File: src/rtl/frame_capture_sched_pkg.sv
`default_nettype none
// ============================================================================
//  Module      : frame_capture_pkg
//  Description : Shared definitions for the frame capture scheduler: FSM
//                state encoding and default sizing constants.
//  Optional    : FRAME_CAPTURE_SCHED_DECIM_EN (not used in this file)
//  Revision    : 1.0  initial release
// ============================================================================
package frame_capture_pkg;

    typedef enum logic [1:0] {
        ST_IDLE     = 2'd0,
        ST_WAIT_SOF = 2'd1,
        ST_CAPTURE  = 2'd2,
        ST_ERROR    = 2'd3
    } state_t;

    localparam int c_CNT_W_DEF          = 8;
    localparam int c_TIMEOUT_CYCLES_DEF = 65535;
    localparam int c_TO_W_DEF           = 16;

endpackage : frame_capture_pkg
`default_nettype wire

File: src/rtl/frame_capture_sched_if.sv
`default_nettype none
// ============================================================================
//  Module      : frame_capture_sched_if
//  Description : Host / sensor / writer bundle for frame_capture_sched.
//                master = host-side driver, slave = scheduler.
//  Signals     : ARM, HOST_REQ, SOF, DONE (to scheduler)
//                CAPTURE_EN, STATE, FRAME_CNT, MATCH, ERR_TIMEOUT (from it)
//                DECIM[3:0] (to scheduler, only with the optional macro)
//  Optional    : FRAME_CAPTURE_SCHED_DECIM_EN adds the DECIM signal
//  Revision    : 1.0  initial release
// ============================================================================
interface frame_capture_sched_if
    import frame_capture_pkg::*;
#(
    parameter int CNT_W = c_CNT_W_DEF
) ();
    logic             ARM;
    logic [CNT_W-1:0] HOST_REQ;
    logic             SOF;
    logic             DONE;
    logic             CAPTURE_EN;
    logic [1:0]       STATE;
    logic [CNT_W-1:0] FRAME_CNT;
    logic             MATCH;
    logic             ERR_TIMEOUT;
`ifdef FRAME_CAPTURE_SCHED_DECIM_EN
    logic [3:0]       DECIM;

    modport master (output ARM, HOST_REQ, SOF, DONE, DECIM,
                    input  CAPTURE_EN, STATE, FRAME_CNT, MATCH, ERR_TIMEOUT);
    modport slave  (input  ARM, HOST_REQ, SOF, DONE, DECIM,
                    output CAPTURE_EN, STATE, FRAME_CNT, MATCH, ERR_TIMEOUT);
`else
    modport master (output ARM, HOST_REQ, SOF, DONE,
                    input  CAPTURE_EN, STATE, FRAME_CNT, MATCH, ERR_TIMEOUT);
    modport slave  (input  ARM, HOST_REQ, SOF, DONE,
                    output CAPTURE_EN, STATE, FRAME_CNT, MATCH, ERR_TIMEOUT);
`endif
endinterface : frame_capture_sched_if
`default_nettype wire

File: src/rtl/frame_capture_sched_watchdog.sv
`default_nettype none
// ============================================================================
//  Module      : capture_watchdog
//  Description : Per-frame watchdog. Up-counter with synchronous clear and
//                enable; o_tc flags the terminal count TIMEOUT_CYCLES-1 and
//                the counter holds there until cleared.
//  Ports       : clk, rst (async, active-high), i_clr, i_en, o_tc
//  Optional    : FRAME_CAPTURE_SCHED_DECIM_EN (not used in this file)
//  Revision    : 1.0  initial release
// ============================================================================
module capture_watchdog #(
    parameter int TIMEOUT_CYCLES = 65535,
    parameter int TO_W           = 16
) (
    input  wire logic clk,
    input  wire logic rst,
    input  wire logic i_clr,
    input  wire logic i_en,
    output logic      o_tc
);
    localparam logic [TO_W-1:0] c_TERMINAL = TO_W'(TIMEOUT_CYCLES - 1);

    logic [TO_W-1:0] r_cnt;

    always_ff @(posedge clk or posedge rst) begin
        if (rst) begin
            r_cnt <= '0;
        end else if (i_clr) begin
            r_cnt <= '0;
        end else if (i_en && !o_tc) begin
            r_cnt <= r_cnt + 1'b1;
        end
    end

    assign o_tc = (r_cnt == c_TERMINAL);

endmodule : capture_watchdog
`default_nettype wire

File: src/rtl/frame_capture_sched.sv
`default_nettype none
// ============================================================================
//  Module      : frame_capture_sched
//  Description : Sequences one sensor-to-file frame capture per host request.
//                A mismatch between HOST_REQ and the completed-frame counter
//                arms the FSM, which waits for SOF, gates the frame writer
//                via CAPTURE_EN until DONE, and aborts to a sticky ERROR state
//                if the writer stalls past the watchdog limit.
//  Ports       : CLOCK, RESET (async, active-high)
//                bus : frame_capture_sched_if.slave
//  Optional    : FRAME_CAPTURE_SCHED_DECIM_EN -- only every (DECIM+1)th SOF
//                seen in WAIT_SOF starts a capture.
//  Revision    : 1.0  initial release
// ============================================================================
module frame_capture_sched
    import frame_capture_pkg::*;
#(
    parameter int CNT_W          = c_CNT_W_DEF,
    parameter int TIMEOUT_CYCLES = c_TIMEOUT_CYCLES_DEF,
    parameter int TO_W           = c_TO_W_DEF
) (
    input  wire logic            CLOCK,
    input  wire logic            RESET,
    frame_capture_sched_if.slave bus
);
    state_t           r_state;
    state_t           w_state_nxt;
    logic             r_capture_en;
    logic [CNT_W-1:0] r_frame_cnt;
    logic             r_err;
    logic             w_match;
    logic             w_sof_go;
    logic             w_frame_inc;
    logic             w_to_hit;
    logic             w_wd_tc;
    logic             w_wd_clr;

    assign w_match = (bus.HOST_REQ == r_frame_cnt);

`ifdef FRAME_CAPTURE_SCHED_DECIM_EN
    // Counts SOFs skipped in WAIT_SOF; held at zero in every other state so
    // it is always zero on entry to WAIT_SOF.
    logic [3:0] r_sof_cnt;

    assign w_sof_go = bus.SOF && (r_sof_cnt == bus.DECIM);

    always_ff @(posedge CLOCK or posedge RESET) begin
        if (RESET) begin
            r_sof_cnt <= '0;
        end else if (r_state != ST_WAIT_SOF) begin
            r_sof_cnt <= '0;
        end else if (bus.SOF && !w_sof_go) begin
            r_sof_cnt <= r_sof_cnt + 1'b1;
        end
    end
`else
    assign w_sof_go = bus.SOF;
`endif

    always_comb begin
        w_state_nxt = r_state;
        w_frame_inc = 1'b0;
        w_to_hit    = 1'b0;
        if (!bus.ARM) begin
            w_state_nxt = ST_IDLE;
        end else begin
            case (r_state)
                ST_IDLE: begin
                    if (!w_match) w_state_nxt = ST_WAIT_SOF;
                end
                ST_WAIT_SOF: begin
                    // DONE is meaningless here: no frame is open.
                    if (w_sof_go) w_state_nxt = ST_CAPTURE;
                end
                ST_CAPTURE: begin
                    // DONE beats both a coincident SOF and the terminal count.
                    if (bus.DONE) begin
                        w_state_nxt = ST_IDLE;
                        w_frame_inc = 1'b1;
                    end else if (w_wd_tc) begin
                        w_state_nxt = ST_ERROR;
                        w_to_hit    = 1'b1;
                    end
                end
                ST_ERROR: begin
                    w_state_nxt = ST_ERROR;
                end
                default: begin
                    w_state_nxt = ST_IDLE;
                end
            endcase
        end
    end

    always_ff @(posedge CLOCK or posedge RESET) begin
        if (RESET) begin
            r_state      <= ST_IDLE;
            r_capture_en <= 1'b0;
            r_frame_cnt  <= '0;
            r_err        <= 1'b0;
        end else begin
            r_state      <= w_state_nxt;
            r_capture_en <= (w_state_nxt == ST_CAPTURE);
            if (!bus.ARM) begin
                r_frame_cnt <= '0;
                r_err       <= 1'b0;
            end else begin
                if (w_frame_inc) r_frame_cnt <= r_frame_cnt + 1'b1;
                if (w_to_hit)    r_err       <= 1'b1;
            end
        end
    end

    // Watchdog runs only across consecutive CAPTURE cycles: it reads zero on
    // the first CAPTURE cycle and returns to zero whenever CAPTURE is left.
    assign w_wd_clr = (r_state != ST_CAPTURE) || (w_state_nxt != ST_CAPTURE);

    capture_watchdog #(
        .TIMEOUT_CYCLES (TIMEOUT_CYCLES),
        .TO_W           (TO_W)
    ) u_watchdog (
        .clk   (CLOCK),
        .rst   (RESET),
        .i_clr (w_wd_clr),
        .i_en  (r_state == ST_CAPTURE),
        .o_tc  (w_wd_tc)
    );

    assign bus.CAPTURE_EN  = r_capture_en;
    assign bus.STATE       = r_state;
    assign bus.FRAME_CNT   = r_frame_cnt;
    assign bus.MATCH       = w_match;
    assign bus.ERR_TIMEOUT = r_err;

endmodule : frame_capture_sched
`default_nettype wire
File: src/flat_wrapper.sv
// flat-port wrapper written by rule: the top's interface ports become plain ports
module frame_capture_sched_flat import frame_capture_pkg::*;
#(
    parameter int CNT_W          = c_CNT_W_DEF,
    parameter int TIMEOUT_CYCLES = c_TIMEOUT_CYCLES_DEF,
    parameter int TO_W           = c_TO_W_DEF
)
  (CLOCK, RESET, bus_ARM, bus_HOST_REQ, bus_SOF, bus_DONE, bus_CAPTURE_EN, bus_STATE, bus_FRAME_CNT, bus_MATCH, bus_ERR_TIMEOUT);
  frame_capture_sched_if #(.CNT_W(CNT_W)) bus_i ();
  input  wire logic CLOCK;
  input  wire logic RESET;
  input wire logic [$bits(bus_i.ARM)-1:0] bus_ARM;
  input wire logic [$bits(bus_i.HOST_REQ)-1:0] bus_HOST_REQ;
  input wire logic [$bits(bus_i.SOF)-1:0] bus_SOF;
  input wire logic [$bits(bus_i.DONE)-1:0] bus_DONE;
  output wire logic [$bits(bus_i.CAPTURE_EN)-1:0] bus_CAPTURE_EN;
  output wire logic [$bits(bus_i.STATE)-1:0] bus_STATE;
  output wire logic [$bits(bus_i.FRAME_CNT)-1:0] bus_FRAME_CNT;
  output wire logic [$bits(bus_i.MATCH)-1:0] bus_MATCH;
  output wire logic [$bits(bus_i.ERR_TIMEOUT)-1:0] bus_ERR_TIMEOUT;
  assign bus_i.ARM = bus_ARM;
  assign bus_i.HOST_REQ = bus_HOST_REQ;
  assign bus_i.SOF = bus_SOF;
  assign bus_i.DONE = bus_DONE;
  assign bus_CAPTURE_EN = bus_i.CAPTURE_EN;
  assign bus_STATE = bus_i.STATE;
  assign bus_FRAME_CNT = bus_i.FRAME_CNT;
  assign bus_MATCH = bus_i.MATCH;
  assign bus_ERR_TIMEOUT = bus_i.ERR_TIMEOUT;
  frame_capture_sched #(.CNT_W(CNT_W), .TIMEOUT_CYCLES(TIMEOUT_CYCLES), .TO_W(TO_W)) u_core (.CLOCK(CLOCK), .RESET(RESET), .bus(bus_i));
endmodule
File: config.mk
export PLATFORM = sky130hd
export DESIGN_NAME = frame_capture_sched_flat
export DESIGN_NICKNAME = d
export VERILOG_FILES = /design/src/rtl/frame_capture_sched_pkg.sv /design/src/rtl/frame_capture_sched_if.sv /design/src/rtl/frame_capture_sched_watchdog.sv /design/src/rtl/frame_capture_sched.sv /design/src/flat_wrapper.sv
export SDC_FILE = /design/constraint.sdc
export NUM_CORES = 1
export LEC_CHECK = 0
export CAP_MARGIN = 5
export CORE_MARGIN = 5
export CORE_UTILIZATION = 56
export DETAILED_ROUTE_END_ITERATION = 16
export GPL_ROUTABILITY_DRIVEN = 0
export PLACE_DENSITY_LB_ADDON = 0.15
export RECOVER_POWER = 50
export SYNTH_ARGS = -nofsm -noshare
export SYNTH_HDL_FRONTEND = slang
export SYNTH_SLANG_ARGS = --single-unit
File: constraint.sdc
create_clock -name CLOCK -period 5 [get_ports CLOCK]
set_input_delay 1 -clock CLOCK [delete_from_list [all_inputs] [get_ports CLOCK]]
set_output_delay 1 -clock CLOCK [all_outputs]
set_load 0.01 [all_outputs]
==> qor.txt <==
root buffer cell: clkbuf_4
DRC viols: 0
Final Critical Period: 3.45 ns
Die H: 63.2 um
Met1 Routed Length: 1530 um
sw frac: 22.4%
synthesized area: 1580 sq um
DR vias/cell: 6.08
worst-path fanout max: 2
Synth Area per Inst: 9.72 sq um
Cells after DPL: 216
Total GRT Usage: 18.6%
unrepaired setup endpoints after global routing: no
Synth Register Bits: 28
routed wl met2: 1660 um
register area share after synthesis: 44.2%
Pint: 292 uW
area of placed instances: 1850 sq um
Final Cell Area: 1890 sq um
Sw Pwr: 84.1 uW
clock-pin slew on the worst setup and hold paths: 0.15 ns
Final ANT Viol Nets: 0
share of cells above drive strength 1: 7.94%
setup TNS: 0 ns
# resized after CTS: 0
initial antenna violation count: 0
largest net degree at the start of global routing: 29
Non-Filler Instances: 220
post-DR wirelength/cell: 15.4 um
Comb pwr share: 8.9%
count leader, synth: dfrtp_1
layout net count: 206
syn_nets: 179
CTS Sinks: 28
number of flops mapped to enable cells by yosys: 0
power share of the sequential group: 61.7%
crit end category: output pin
crit path cell chain: clkdlybuf4s50_1, xnor2_1, nand4_1, nor2_1, clkdlybuf4s50_1
Congestion Overflow GR: 0
critical path type: primary input to output pin
hold_buf cts: 0
Routed WL: 3390 um
H-tree levels: 1
status: complete, no violations
num ports: 26
drt pass-1 iters: 4
Worst VDD drop: 0.000215 V
Worst path slowest cell: clkdlybuf4s50_1
Die Outline Area: 3990 sq um
Max Slew Vio Count: 0
Clock Power Share: 29.3%
first-pass GRT wire length: 6070 um
post-CTS setup buffers: 0
clk buf depth: 2
TritonCTS Buffers: 3
main area contributors after synthesis: dfrtp_1 (44%), xnor2_1 (6.1%), nand4_1 (3.6%)
hold crit path type: register to register
via count of the first global-routing pass: 1296
type of origin of the critical path: primary input
WL met3: 164 um
core area: 2730 sq um
Synth cell types: 44
area grow syn2layout: 19.1%
Vias: 1338
Synth top cells by count: dfrtp_1 (28), nor2_1 (13), xnor2_1 (11), nand2_1 (10), nand4_1 (9)
num rows: 19
ys flop type: dfrtp_1
# diodes: 0
max_slew headroom: 30.4%
cell taking the most area after synthesis: dfrtp_1
HPWL after detailed placement: 2600 um
crit path DAT: 2.45 ns
final hold vios: 0
FFs w/ async S/R, synth: 100%
static leakage: 0.000686 uW
initial DRC count: 74
Critical Path Most Common Cell: clkdlybuf4s50_1
Worst EP required: 4.00 ns
clock skew: 0.00205 ns
top sig layer: met4
max cap viols: 0
Initial Util: 57.9%
Least-Margin Pin Slew: 1.04 ns
Yosys top cell area share: 44.2%
port bufs: 25
Die X: 63.2 um
pwr/cell area: 199 nW/um^2
Post-Synthesis Cells: 163
number of synthesis warnings: 0
Final Cycle Share: 69.1%
CTS tree: yes
worst skew pair latency: 0.32 ns
slowest stage delay, CP: 0.56 ns
Max Fclk: 0.290 GHz
final setup vio count: 0
[logic make-up (layout without fill, tap and decap cells)]
| family | count (synthesis) | after routing | synth area share (%) |
|---|---|---|---|
| AOI/OAI and AO/OA | 30 | 30 | 12.7 |
| adders and majority gates | 3 | 3 | 2.37 |
| xor gates and xnor gates | 14 | 14 | 7.74 |
| buffers and inverters | 8 | 34 | 2.61 |
| muxes | 3 | 3 | 1.90 |
| DFF | 28 | 28 | 44.2 |
| and+or+nand+nor | 77 | 77 | 28.4 |
[final cells by class]
type                            instances  area, sq um
Tap cell                               31         38.8
Inverter                                5         18.8
Fill cell                             222          847
Timing Repair Buffer                   25          250
Clock buffer                            4         36.3
Sequential cell                        28          701
Multi-Input combinational cell        127          842
[state kept, by name, indices dropped and copies added (netlist names)]
| register | count |
|---|---|
| u_core.bus.CAPTURE_EN | 1 |
| u_core.bus.ERR_TIMEOUT | 1 |
| u_core.u_watchdog.r_cnt | 16 |
| u_core.bus.STATE | 2 |
| u_core.bus.FRAME_CNT | 8 |
[worst max-delay path: cells and delay by family]
kind,cells,cell delay [ns]
buffers and inverters,2,1.04
xor gates and xnor gates,1,0.13
and+or+nand+nor,2,0.28
[layout by cell type (no fill, tap or decap), types with 4 or more instances in the layout]
master,synthesis,layout
dfrtp_1,28,28
clkdlybuf4s50_1,0,22
nor2_1,13,13
xnor2_1,11,11
nand2_1,10,10
nand4_1,9,9
nor3_1,8,8
o21ai_0,8,8
a21boi_0,6,6
inv_1,5,5
or3_1,5,5
nand3_1,4,4
nor4_1,4,4
a21oi_1,4,4
[metrics by stage]
| stage | setup slack, ns | total power [uW] | utilization, % | hold WS (ns) |
|---|---|---|---|---|
| 3_5_place_dp | 1.54 | 271 | 67.7 | 0.496 |
| 3_3_place_gp | 1.59 | 270 | 67.7 | 0.486 |
| 2_1_floorplan | 2.57 | 252 | - | 0.466 |
| 6_report | 1.55 | 376 | 69.0 | 0.514 |
| 5_1_grt | 1.48 | 393 | 69.0 | 0.537 |
| 4_1_cts | 1.53 | 380 | 69.0 | 0.513 |
[power groups by stage]
stage / clock, uW / sequential, uW / combinational (uW)
final: 110 / 232 / 33.6
after global routing: 123 / 233 / 37.1
after CTS: 113 / 232 / 34.7
after detailed placement: 0 / 237 / 34.5
after global placement: 0 / 236 / 33.8
after floorplan: 0 / 237 / 15.4
[path summary, 6_finish.rpt]
| kind | startpoint | slack (ns) | depth (start not counted) | endpoint |
|---|---|---|---|---|
| max reg2reg | u_core.u_watchdog.r_cnt[0] | 2.81 | 6 | u_core.u_watchdog.r_cnt[13] |
| max in group asynchronous | RESET | 3.03 | 2 | u_core.u_watchdog.r_cnt[14] |
| min in group asynchronous | RESET | 1.35 | 2 | u_core.bus.FRAME_CNT[5] |
| min | u_core.u_watchdog.r_cnt[15] | 0.51 | 1 | u_core.u_watchdog.r_cnt[15] |
| min reg2reg | u_core.u_watchdog.r_cnt[15] | 0.51 | 1 | u_core.u_watchdog.r_cnt[15] |
| max | bus_HOST_REQ[4] | 1.55 | 5 | bus_MATCH |
[routing by layer]
metal	vias up	track usage, %
li1	653	-
met1	649	25.7
met2	32	29.9
met3	4	3.55
met4	0	4.68
met5	-	0
(Power assumes the default switching activity.)
